[src/rtl/mf_pkg.sv]
// mf_pkg: shared coefficient type, pipeline latency, reset coefficient set and accumulator sizing
package mf_pkg;
  typedef logic signed [3:0] coef_t;
  localparam int MF_LAT = 3;
  // [0][k] = cA[k], [1][k] = cB[k]: cA = 1,1,1,2,-2  cB = 0,-1,-1,-1,-4
  localparam coef_t [1:0][4:0] SYSTB_COEFS = {4'hC, 4'hF, 4'hF, 4'hF, 4'h0,
                                              4'hE, 4'h2, 4'h1, 4'h1, 4'h1};
  function automatic int mf_acc_bits(input int inbits, input int ntap, input int outbits);
    int w;
    w = inbits + 4 + $clog2(2 * ntap);
    return (w > outbits ? w : outbits) + 1;
  endfunction
endpackage

[src/rtl/mf_lane.sv]
// mf_lane: one output lane - S2 tap products and partial sum, S3 addend, narrowing, output register.
// `MF_SAT_EN selects saturating narrowing; otherwise the low OUTBITS bits are kept.
module mf_lane
  import mf_pkg::*;
#(
  parameter int INBITS  = 12,
  parameter int NTAP    = 5,
  parameter int OUTBITS = 16,
  parameter int ACCBITS = 21
) (
  input  logic                          clk_i,
  input  logic                          rst_i,
  input  logic                          en2,
  input  logic                          en3,
  input  logic [NTAP-1:0][INBITS-1:0]   a,
  input  logic [NTAP-1:0][INBITS-1:0]   b,
  input  coef_t [2*NTAP-1:0]            coef,
  input  logic [OUTBITS-1:0]            add,
  output logic [OUTBITS-1:0]            out,
  output logic                          sat
);
  logic signed [ACCBITS-1:0] psum, psum2, add2, tot;
  logic [OUTBITS-1:0] nar;
  logic clip;
  always_comb begin
    psum = '0;
    for (int k = 0; k < NTAP; k++)
      psum = psum + ACCBITS'($signed(a[k])) * ACCBITS'($signed(coef[k]))
                  + ACCBITS'($signed(b[k])) * ACCBITS'($signed(coef[NTAP+k]));
  end
  assign tot = psum2 + add2;
`ifdef MF_SAT_EN
  localparam logic signed [ACCBITS-1:0] MAXV = ACCBITS'((1 << (OUTBITS - 1)) - 1);
  localparam logic signed [ACCBITS-1:0] MINV = ~MAXV;
  always_comb begin
    clip = (tot > MAXV) || (tot < MINV);
    nar  = tot > MAXV ? MAXV[OUTBITS-1:0] : tot < MINV ? MINV[OUTBITS-1:0] : tot[OUTBITS-1:0];
  end
`else
  logic unused_hi;
  assign unused_hi = ^tot[ACCBITS-1:OUTBITS];
  assign clip = 1'b0;
  assign nar  = tot[OUTBITS-1:0];
`endif
  always_ff @(posedge clk_i or posedge rst_i)
    if (rst_i) begin
      psum2 <= '0;
      add2  <= '0;
      out   <= '0;
      sat   <= 1'b0;
    end else begin
      if (en2) begin
        psum2 <= psum;
        add2  <= ACCBITS'($signed(add));
      end
      if (en3) begin
        out <= nar;
        sat <= clip;
      end
    end
endmodule

[src/rtl/systolic_mf_gen.sv]
// systolic_mf_gen: NLANE-wide runtime-programmable A/B matched filter with MF_LAT-clock latency.
// Optional `MF_SAT_EN makes the output narrowing saturate and drive sat_o.
module systolic_mf_gen
  import mf_pkg::*;
#(
  parameter int INBITS  = 12,
  parameter int NLANE   = 2,
  parameter int NTAP    = 5,
  parameter int OUTBITS = INBITS + 4,
  parameter coef_t [1:0][NTAP-1:0] COEF_INIT = SYSTB_COEFS
) (
  input  logic                         clk_i,
  input  logic                         rst_i,
  input  logic                         valid_i,
  input  logic [NLANE*INBITS-1:0]      inA_i,
  input  logic [NLANE*INBITS-1:0]      inB_i,
  input  logic [NLANE*OUTBITS-1:0]     add_i,
  input  logic                         coef_wr_i,
  input  logic [$clog2(2*NTAP)-1:0]    coef_idx_i,
  input  logic [3:0]                   coef_dat_i,
  input  logic                         coef_commit_i,
  output logic                         valid_o,
  output logic [NLANE*OUTBITS-1:0]     out_o,
  output logic [NLANE-1:0]             sat_o
);
  localparam int ACCBITS = mf_acc_bits(INBITS, NTAP, OUTBITS);
  localparam int HD      = (NTAP + NLANE - 2) / NLANE;
  localparam int WIN     = (HD + 1) * NLANE;
  coef_t [2*NTAP-1:0] shadow, shadow_nxt, active, coef1;
  logic [WIN-1:0][INBITS-1:0] win_a, win_b;
  logic [NLANE*OUTBITS-1:0] add1;
  logic [MF_LAT-1:0] vp;
  always_comb begin
    shadow_nxt = shadow;
    if (coef_wr_i && 32'(coef_idx_i) < 2 * NTAP) shadow_nxt[coef_idx_i] = coef_dat_i;
  end
  // Coefficients travel with their sample from S1 on, so a commit never touches in-flight data
  always_ff @(posedge clk_i or posedge rst_i)
    if (rst_i) begin
      shadow <= COEF_INIT;
      active <= COEF_INIT;
      coef1  <= COEF_INIT;
      win_a  <= '0;
      win_b  <= '0;
      add1   <= '0;
      vp     <= '0;
    end else begin
      shadow <= shadow_nxt;
      if (coef_commit_i) active <= shadow_nxt;
      vp <= {vp[MF_LAT-2:0], valid_i};
      if (valid_i) begin
        win_a <= {inA_i, win_a[WIN-1:NLANE]};
        win_b <= {inB_i, win_b[WIN-1:NLANE]};
        add1  <= add_i;
        coef1 <= active;
      end
    end
  assign valid_o = vp[MF_LAT-1];
  for (genvar l = 0; l < NLANE; l++) begin : g_lane
    logic [NTAP-1:0][INBITS-1:0] ta, tb;
    for (genvar k = 0; k < NTAP; k++) begin : g_tap
      assign ta[k] = win_a[HD*NLANE+l-k];
      assign tb[k] = win_b[HD*NLANE+l-k];
    end
    mf_lane #(
      .INBITS(INBITS), .NTAP(NTAP), .OUTBITS(OUTBITS), .ACCBITS(ACCBITS)
    ) u_lane (
      .clk_i(clk_i),
      .rst_i(rst_i),
      .en2(vp[0]),
      .en3(vp[1]),
      .a(ta),
      .b(tb),
      .coef(coef1),
      .add(add1[l*OUTBITS +: OUTBITS]),
      .out(out_o[l*OUTBITS +: OUTBITS]),
      .sat(sat_o[l])
    );
  end
endmodule

[config.mk]
export PLATFORM = sky130hd
export DESIGN_NAME = systolic_mf_gen
export DESIGN_NICKNAME = d
export VERILOG_FILES = /design/src/rtl/mf_pkg.sv /design/src/rtl/mf_lane.sv /design/src/rtl/systolic_mf_gen.sv
export SDC_FILE = /design/constraint.sdc
export NUM_CORES = 2
export LEC_CHECK = 0
export ABC_AREA = 0
export BUFFER_PORTS_ARGS = -buffer_cell sky130_fd_sc_hd__buf_2
export CAP_MARGIN = 20
export CELL_PAD_IN_SITES_DETAIL_PLACEMENT = 1
export CELL_PAD_IN_SITES_GLOBAL_PLACEMENT = 1
export CORE_ASPECT_RATIO = 1.4
export CORE_MARGIN = 1.5
export CORE_UTILIZATION = 48
export DETAILED_ROUTE_END_ITERATION = 8
export HOLD_SLACK_MARGIN = 0.1
export PLACE_DENSITY = 0.89
export SLEW_MARGIN = 10
export SYNTH_ARGS = -nofsm -noshare
export SYNTH_HDL_FRONTEND = slang
export SYNTH_SLANG_ARGS = --single-unit
[constraint.sdc]
create_clock -name clk_i -period 11.4 [get_ports clk_i]
set_clock_uncertainty 0.2 [all_clocks]
set_input_delay 0.57 -clock clk_i [delete_from_list [all_inputs] [get_ports clk_i]]
set_output_delay 0.57 -clock clk_i [all_outputs]
set_load 0.01 [all_outputs]
After elaboration in Yosys (flattened, before gate mapping)
Cells that the tools add are included.
{"block": "totals", "word_cells": 99, "rom_bits": 0, "n_memories": 0, "output_inout_bits": 35, "input_bits": 93, "register_bits": 395, "latch_bits": 0, "mem_bits_rw": 0}
{"block": "classes", "n_addsub": 20, "eq_ne": 0, "div_mod_pow": 0, "bitwise": 0, "mux": 4, "reduce_logical": 2, "mul": 20, "magnitude_cmp": 3, "n_shift": 0}
{"cell": "16-bit adder", "n": 20}
{"cell": "12-bit by 4-bit multiplier with 16-bit output", "n": 20}
{"cell": "40-bit bitwise mux", "n": 1}
{"cell": "40-bit 2-to-1 mux", "n": 1}
{"cell": "4-bit demux with 4-bit select", "n": 1}
{"cell": "4-bit by 5-bit less-than comparator with 1-bit output (second input constant)", "n": 1}
{"cell": "4-bit by 1-bit greater-or-equal comparator with 1-bit output (second input constant)", "n": 1}
{"cell": "4-bit less-than comparator (second input constant)", "n": 1}
{"cell": "4-bit 2-to-1 mux", "n": 1}
{"cell": "1-bit logical AND", "n": 2}

Logic depth before layout (Yosys ltp)
{"block": "logic_depth", "word_depth": 10, "ltp_mapped": 29, "mapped_depth_nobuf": 28}

Hierarchy
From an unflattened synthesis, not the netlist that was laid out.
{"block": "hier_totals", "cells_unflattened": 4585, "hier_area_um2": 48821.8}
{"mod": "mf_lane (g_lane[0].u_lane)", "seq_area_each_um2": 1201.2, "area_each_um2": 18773.0, "cells_each": 1908, "n_inst": 1}
{"mod": "mf_lane (g_lane[1].u_lane)", "seq_area_each_um2": 1201.2, "area_each_um2": 18712.9, "cells_each": 1896, "n_inst": 1}
{"mod": "systolic_mf_gen", "seq_area_each_um2": 7561.0, "area_each_um2": 11335.9, "cells_each": 781, "n_inst": 1}

Worst setup path before layout
Ideal clock, no wire load.
{"block": "synth_timing", "path_kind": "flip-flop to flip-flop", "from": "register coef1[15] (netlist name)", "to": "register g_lane[0].u_lane.psum2[15]", "required_time_ns": 11.075, "arrival_time_ns": 7.107, "path_buffers": 1, "setup_ns": 0.125, "path_stages_with_launch": 28, "synth_period_minus_slack_ns": 7.431, "slack_ns": 3.969, "cell_sequence": "dfrtp_1 clkinv_1 clkbuf_1 fa_1 inv_1 fa_1 inv_1 fa_1 inv_1 fa_1 inv_1 fa_1 inv_1 fa_1 inv_1 fa_1 inv_1 fa_1 ha_1 ha_1 nor2b_1 o21a_1 o21ai_1 a211o_1 a21oi_1 a211oi_1 xnor2_1 mux2_2"}
{"block": "synth_via", "elab_chain_len": 5}
{"element": "from (decl)", "line": "systolic_mf_gen.sv:29", "source": "coef_t [2*NTAP-1:0] shadow, shadow_nxt, active, coef1;"}
{"element": "from (signal assigned)", "line": "systolic_mf_gen.sv:55", "source": "coef1 <= active;"}
{"element": "12-bit by 4-bit multiplier with 16-bit output", "line": "mf_lane.sv:28", "source": "psum = psum + ACCBITS'($signed(a[k])) * ACCBITS'($signed(coef[k]))"}
{"element": "16-bit adder", "line": "mf_lane.sv:28"}
{"element": "16-bit adder", "line": "mf_lane.sv:29", "source": "+ ACCBITS'($signed(b[k])) * ACCBITS'($signed(coef[NTAP+k]));"}
{"element": "16-bit adder", "line": "mf_lane.sv:28"}
{"element": "16-bit adder", "line": "mf_lane.sv:29"}
{"element": "to (signal assigned)", "line": "mf_lane.sv:53", "source": "psum2 <= psum;"}
{"element": "to (decl)", "line": "mf_lane.sv:22", "source": "logic signed [ACCBITS-1:0] psum, psum2, add2, tot;"}
Every way passes these cells.
A chain may end at the register's enable or synchronous reset.

Worst setup path after layout
{"block": "layout_timing", "from": "register coef1[27] (netlist name)", "to": "register g_lane[1].u_lane.psum2[15]"}
{"block": "layout_via", "elab_chain_len": 8}
{"element": "12-bit by 4-bit multiplier with 16-bit output", "line": "mf_lane.sv:29"}
{"element": "16-bit adder", "line": "mf_lane.sv:29"}
{"element": "16-bit adder", "line": "mf_lane.sv:28"}
{"element": "16-bit adder", "line": "mf_lane.sv:29"}
{"element": "16-bit adder", "line": "mf_lane.sv:28"}
{"element": "16-bit adder", "line": "mf_lane.sv:29"}
{"element": "16-bit adder", "line": "mf_lane.sv:28"}
{"element": "16-bit adder", "line": "mf_lane.sv:29"}
{"element": "to (signal assigned)", "line": "mf_lane.sv:53"}
{"element": "to (decl)", "line": "mf_lane.sv:22"}
Every way passes these cells.

==> run_summary.xml <==
<?xml version="1.0" encoding="UTF-8"?>
<metrics>
  <group name="setup_path">
    <metric name="critical_path_class" unit="">reg -&gt; reg</metric>
    <metric name="worstReg2RegStart" unit="">coef1[27]</metric>
    <metric name="worst_ep_arrival_time" unit="ns">9.97</metric>
    <metric name="worst_setup_path_end_kind" unit="">flop</metric>
    <metric name="register_to_register_setup_slack" unit="ns">1.77</metric>
    <metric name="path_max_fanout" unit="">17</metric>
    <metric name="regToRegEndpoint" unit="">g_lane[1].u_lane.psum2[15]</metric>
    <metric name="worst_setup_path_start_kind" unit="">flop</metric>
    <metric name="worst-r2r-cell-count" unit="">26</metric>
    <metric name="crit_required" unit="ns">11.74</metric>
  </group>
  <group name="grt">
    <metric name="final_global_route_overflow_total" unit="">0</metric>
    <metric name="grt_first_pass_wirelength" unit="um">318000</metric>
    <metric name="groute.usage.overall" unit="%">43.6</metric>
    <metric name="grt_max_degree" unit="">170</metric>
    <metric name="number_of_global_route_vias_before_repair" unit="">45785</metric>
    <metric name="antenna_found_initial" unit="">30</metric>
  </group>
  <group name="sta">
    <metric name="report.final.hold_viol_count" unit="">0</metric>
    <metric name="max_slew.worst_pin.slew" unit="ns">1.27</metric>
    <metric name="period_utilization_post_route" unit="%">84.5</metric>
    <metric name="maxSlewHeadroom" unit="%">15.5</metric>
    <metric name="setup_repair_after_global_routing_missed_its_margin" unit="">false</metric>
    <metric name="final_critical_path_setup_slack" unit="ns">1.77</metric>
    <metric name="finalCriticalPeriod" unit="ns">9.63</metric>
    <metric name="finalMaxSlewViolations" unit="">0</metric>
    <metric name="fmaxAchievable" unit="GHz">0.104</metric>
    <metric name="setup-violations-final" unit="">0</metric>
    <metric name="sum_of_negative_setup_slack" unit="ns">0</metric>
  </group>
  <group name="final_layout">
    <metric name="mostFrequentLayoutCells" unit="">991 x inv_1, 991 x fa_1, 412 x nand2_1</metric>
    <metric name="synthToLayoutAreaGrowth" unit="%">9.18</metric>
    <metric name="final_instance_area" unit="sq mm">0.0533</metric>
    <metric name="post-route-util" unit="%">52.8</metric>
    <metric name="final_layout_size_suffix_gt1_share" unit="%">14.5</metric>
    <metric name="finalNetCount" unit="">5917</metric>
  </group>
  <group name="clocking">
    <metric name="cts_made_buffers" unit="">46</metric>
    <metric name="post_cts_resized" unit="">0</metric>
    <metric name="cts-hold-fix-buffers" unit="">81</metric>
    <metric name="clock_tree_from_tritoncts" unit="">built</metric>
    <metric name="cts_sinks" unit="">395</metric>
    <metric name="cts.repair_timing.setup_buffer_count" unit="">0</metric>
    <metric name="h_tree_level_count" unit="">2</metric>
    <metric name="cts.root.buffer_cell" unit="">clkbuf_16</metric>
    <metric name="cts.path.max_buffers" unit="">3</metric>
    <metric name="worstSkewPairLatency" unit="ns">0.78</metric>
    <metric name="clk_pin_slew" unit="ns">0.08</metric>
  </group>
  <group name="routing">
    <metric name="detail_route.wl_per_cell" unit="um">36.8</metric>
    <metric name="initialDrtViolationCount" unit="">5063</metric>
    <metric name="avgViaCountPerCell" unit="">6.47</metric>
    <metric name="drtAntennaViolNets" unit="">0</metric>
    <metric name="vias" unit="">39090</metric>
    <metric name="finalWirelength" unit="um">222000</metric>
    <metric name="drtPass1Iterations" unit="">7</metric>
    <metric name="remaining_drc_errors" unit="">2</metric>
  </group>
  <group name="synth">
    <metric name="synth-simple-area-share" unit="%">11.5</metric>
    <metric name="synth_top_family_by_area" unit="">adder cells</metric>
    <metric name="synth_xor_area_share" unit="%">2.80</metric>
    <metric name="synthAdderAreaFrac" unit="%">45.7</metric>
    <metric name="synth_edf_count" unit="">0</metric>
    <metric name="synth-seq-cells" unit="">395</metric>
    <metric name="dominantRegCellSynth" unit="">dfrtp_1</metric>
    <metric name="synth_warnings" unit="">0</metric>
    <metric name="syn-instance-count" unit="">4557</metric>
    <metric name="synth.distinct_cells" unit="">45</metric>
    <metric name="avgSynthCellArea" unit="sq um">10.7</metric>
    <metric name="portion_of_netlist_area_occupied_by_mux_cells" unit="%">8.34</metric>
    <metric name="synth_async_sr_flop_share" unit="%">100</metric>
    <metric name="synth_compound_gate_area_share" unit="%">2.01</metric>
    <metric name="sequential_fraction_of_the_synthesis_area" unit="%">20.4</metric>
    <metric name="mappedNetlistArea" unit="sq mm">0.0489</metric>
  </group>
  <group name="placement">
    <metric name="place_area" unit="sq mm">0.0506</metric>
    <metric name="place.port_buffers" unit="">125</metric>
    <metric name="detailedPlacementHpwl" unit="um">125000</metric>
    <metric name="gp_congestion" unit="">0.938</metric>
    <metric name="detailedPlace.worstSlack" unit="ns">2.35</metric>
  </group>
  <group name="job">
    <metric name="cap_viol_max_count" unit="">0</metric>
  </group>
  <group name="floorplan">
    <metric name="fp-row-count" unit="">138</metric>
    <metric name="placeableCoreArea" unit="sq mm">0.101</metric>
    <metric name="start_util" unit="%">48.4</metric>
    <metric name="die_area" unit="sq mm">0.104</metric>
    <metric name="dieWidth" unit="um">273</metric>
    <metric name="die_h" unit="um">381</metric>
    <metric name="design.portCount" unit="">128</metric>
  </group>
  <group name="status">
    <metric name="status" unit="">finished with violations</metric>
    <metric name="failed_checks" unit="">design-rule violations</metric>
  </group>
  <group name="hold_path">
    <metric name="hold-path-cell-count" unit="">2</metric>
    <metric name="worst_hold_path_type" unit="">in -&gt; reg</metric>
    <metric name="min_to" unit="">shadow[27]</metric>
    <metric name="holdCritStartpoint" unit="">coef_dat_i[3]</metric>
  </group>
</metrics>
layer usage:
metal | part of all wire [%] | global-route usage, % | wire length [um] | vias to the layer above
met5 | 0.31 | 3.67 | 684 | -
met4 | 14 | 43.8 | 31000 | 35
met3 | 14 | 22.9 | 31500 | 2077
met2 | 44 | 64.8 | 97100 | 3877
met1 | 28 | 42.0 | 62100 | 19478
li1 | - | - | - | 13623
worst max-delay path by stage:
| stage | end | startpoint | slack [ns] | depth (start not counted) |
|---|---|---|---|---|
| after detailed placement | g_lane[1].u_lane.psum2[15] | coef1[27] | 2.35 | 26 |
| after global routing | g_lane[1].u_lane.psum2[15] | coef1[27] | 1.43 | 26 |
| final | g_lane[1].u_lane.psum2[15] | coef1[27] | 1.77 | 26 |
| after CTS | g_lane[1].u_lane.psum2[15] | coef1[27] | 2.26 | 26 |
| after global placement | g_lane[1].u_lane.psum2[15] | coef1[27] | 2.81 | 26 |
| after floorplan | g_lane[0].u_lane.psum2[15] | coef1[15] | 3.97 | 27 |
final cells by class:
class                   instances  area (sq um)
diodes                         37          92.6
inverters                     994          3730
clock inverters                24           400
fillers                     10694         47700
multi-input cells            2961         34400
repair buffers                240          1820
well taps                    1330          1660
clock buffers                  60          1280
flip-flops and latches        395          9970
sequential cells by signal, indices dropped and copies added, names as in the netlist:
name and cells:
g_lane.ta 72, g_lane.tb 72, active 40, coef1 40, shadow 40, add1 32
g_lane.u_lane.add2 32, g_lane.u_lane.out 32, g_lane.u_lane.psum2 32, vp 3
through the flow:
step,instances,hold slack (ns)
finish,6041,0.125
global route,6020,0.132
CTS,5999,0.179
detailed placement,5834,0.284
global placement,5834,0.260
floorplan,4559,0.152
critical path, cell delays in order, from the launching register on:
cell,delay (ns)
dfstp_2,0.94
clkinv_1,0.93
fa_1,0.84
inv_1,0.13
fa_1,0.55
inv_1,0.07
fa_1,0.52
inv_1,0.06
fa_1,0.53
inv_1,0.06
fa_1,0.49
inv_1,0.07
fa_1,0.50
inv_1,0.06
fa_1,0.53
inv_1,0.05
fa_1,0.45
ha_1,0.29
ha_1,0.33
nor2b_1,0.15
o21a_1,0.19
o21ai_0,0.48
a211o_1,0.27
a21oi_1,0.09
a211oi_1,0.30
xnor2_1,0.17
a21oi_1,0.10
kinds of logic (layout without fill, tap and decap cells):
kind of cell             after synthesis  in the layout
AO/OA/AOI/OAI                        141            141
XOR/XNOR                             156            156
adder cells (fa/ha/maj)             1190           1190
buffers and inverters               1203           1318
flip-flops                           395            395
multiplexers                         362            362
other                                  2             41
AND/OR/NAND/NOR                     1108           1108
synth_stat cells (4+ instances only):
cell         n  area share, %
dfstp_2     63            3.4
a21o_1      24           0.37
clkbuf_1   198            1.5
a2111oi_4    4           0.23
buf_1        9          0.069
dfrtp_1    332             17
xnor2_1    127            2.3
inv_1      992            7.6
nor3b_1      4          0.061
a21oi_1     40           0.41
o21a_1       6          0.092
nand3b_1     5          0.077
and2_1     355            4.5
nand2b_1   134            1.7
nor2b_1     57           0.73
mux2_2     362            8.3
fa_1       991             41
nand2_1    412            3.2
a31o_2       6           0.11
a211oi_1     6          0.092
o211ai_1     4          0.061
nor3_1      15           0.15
nor2_1     109           0.84
o21ai_0     28           0.29
maj3_1       4          0.082
xor2_1      29           0.52
or3b_1       4          0.072
o21ai_1      5          0.051
nand3_1      7          0.072
ha_1       195            5.0
Power is not shown: default switching activity piles up to over one toggle a cycle in this logic, so the estimate is an artifact.
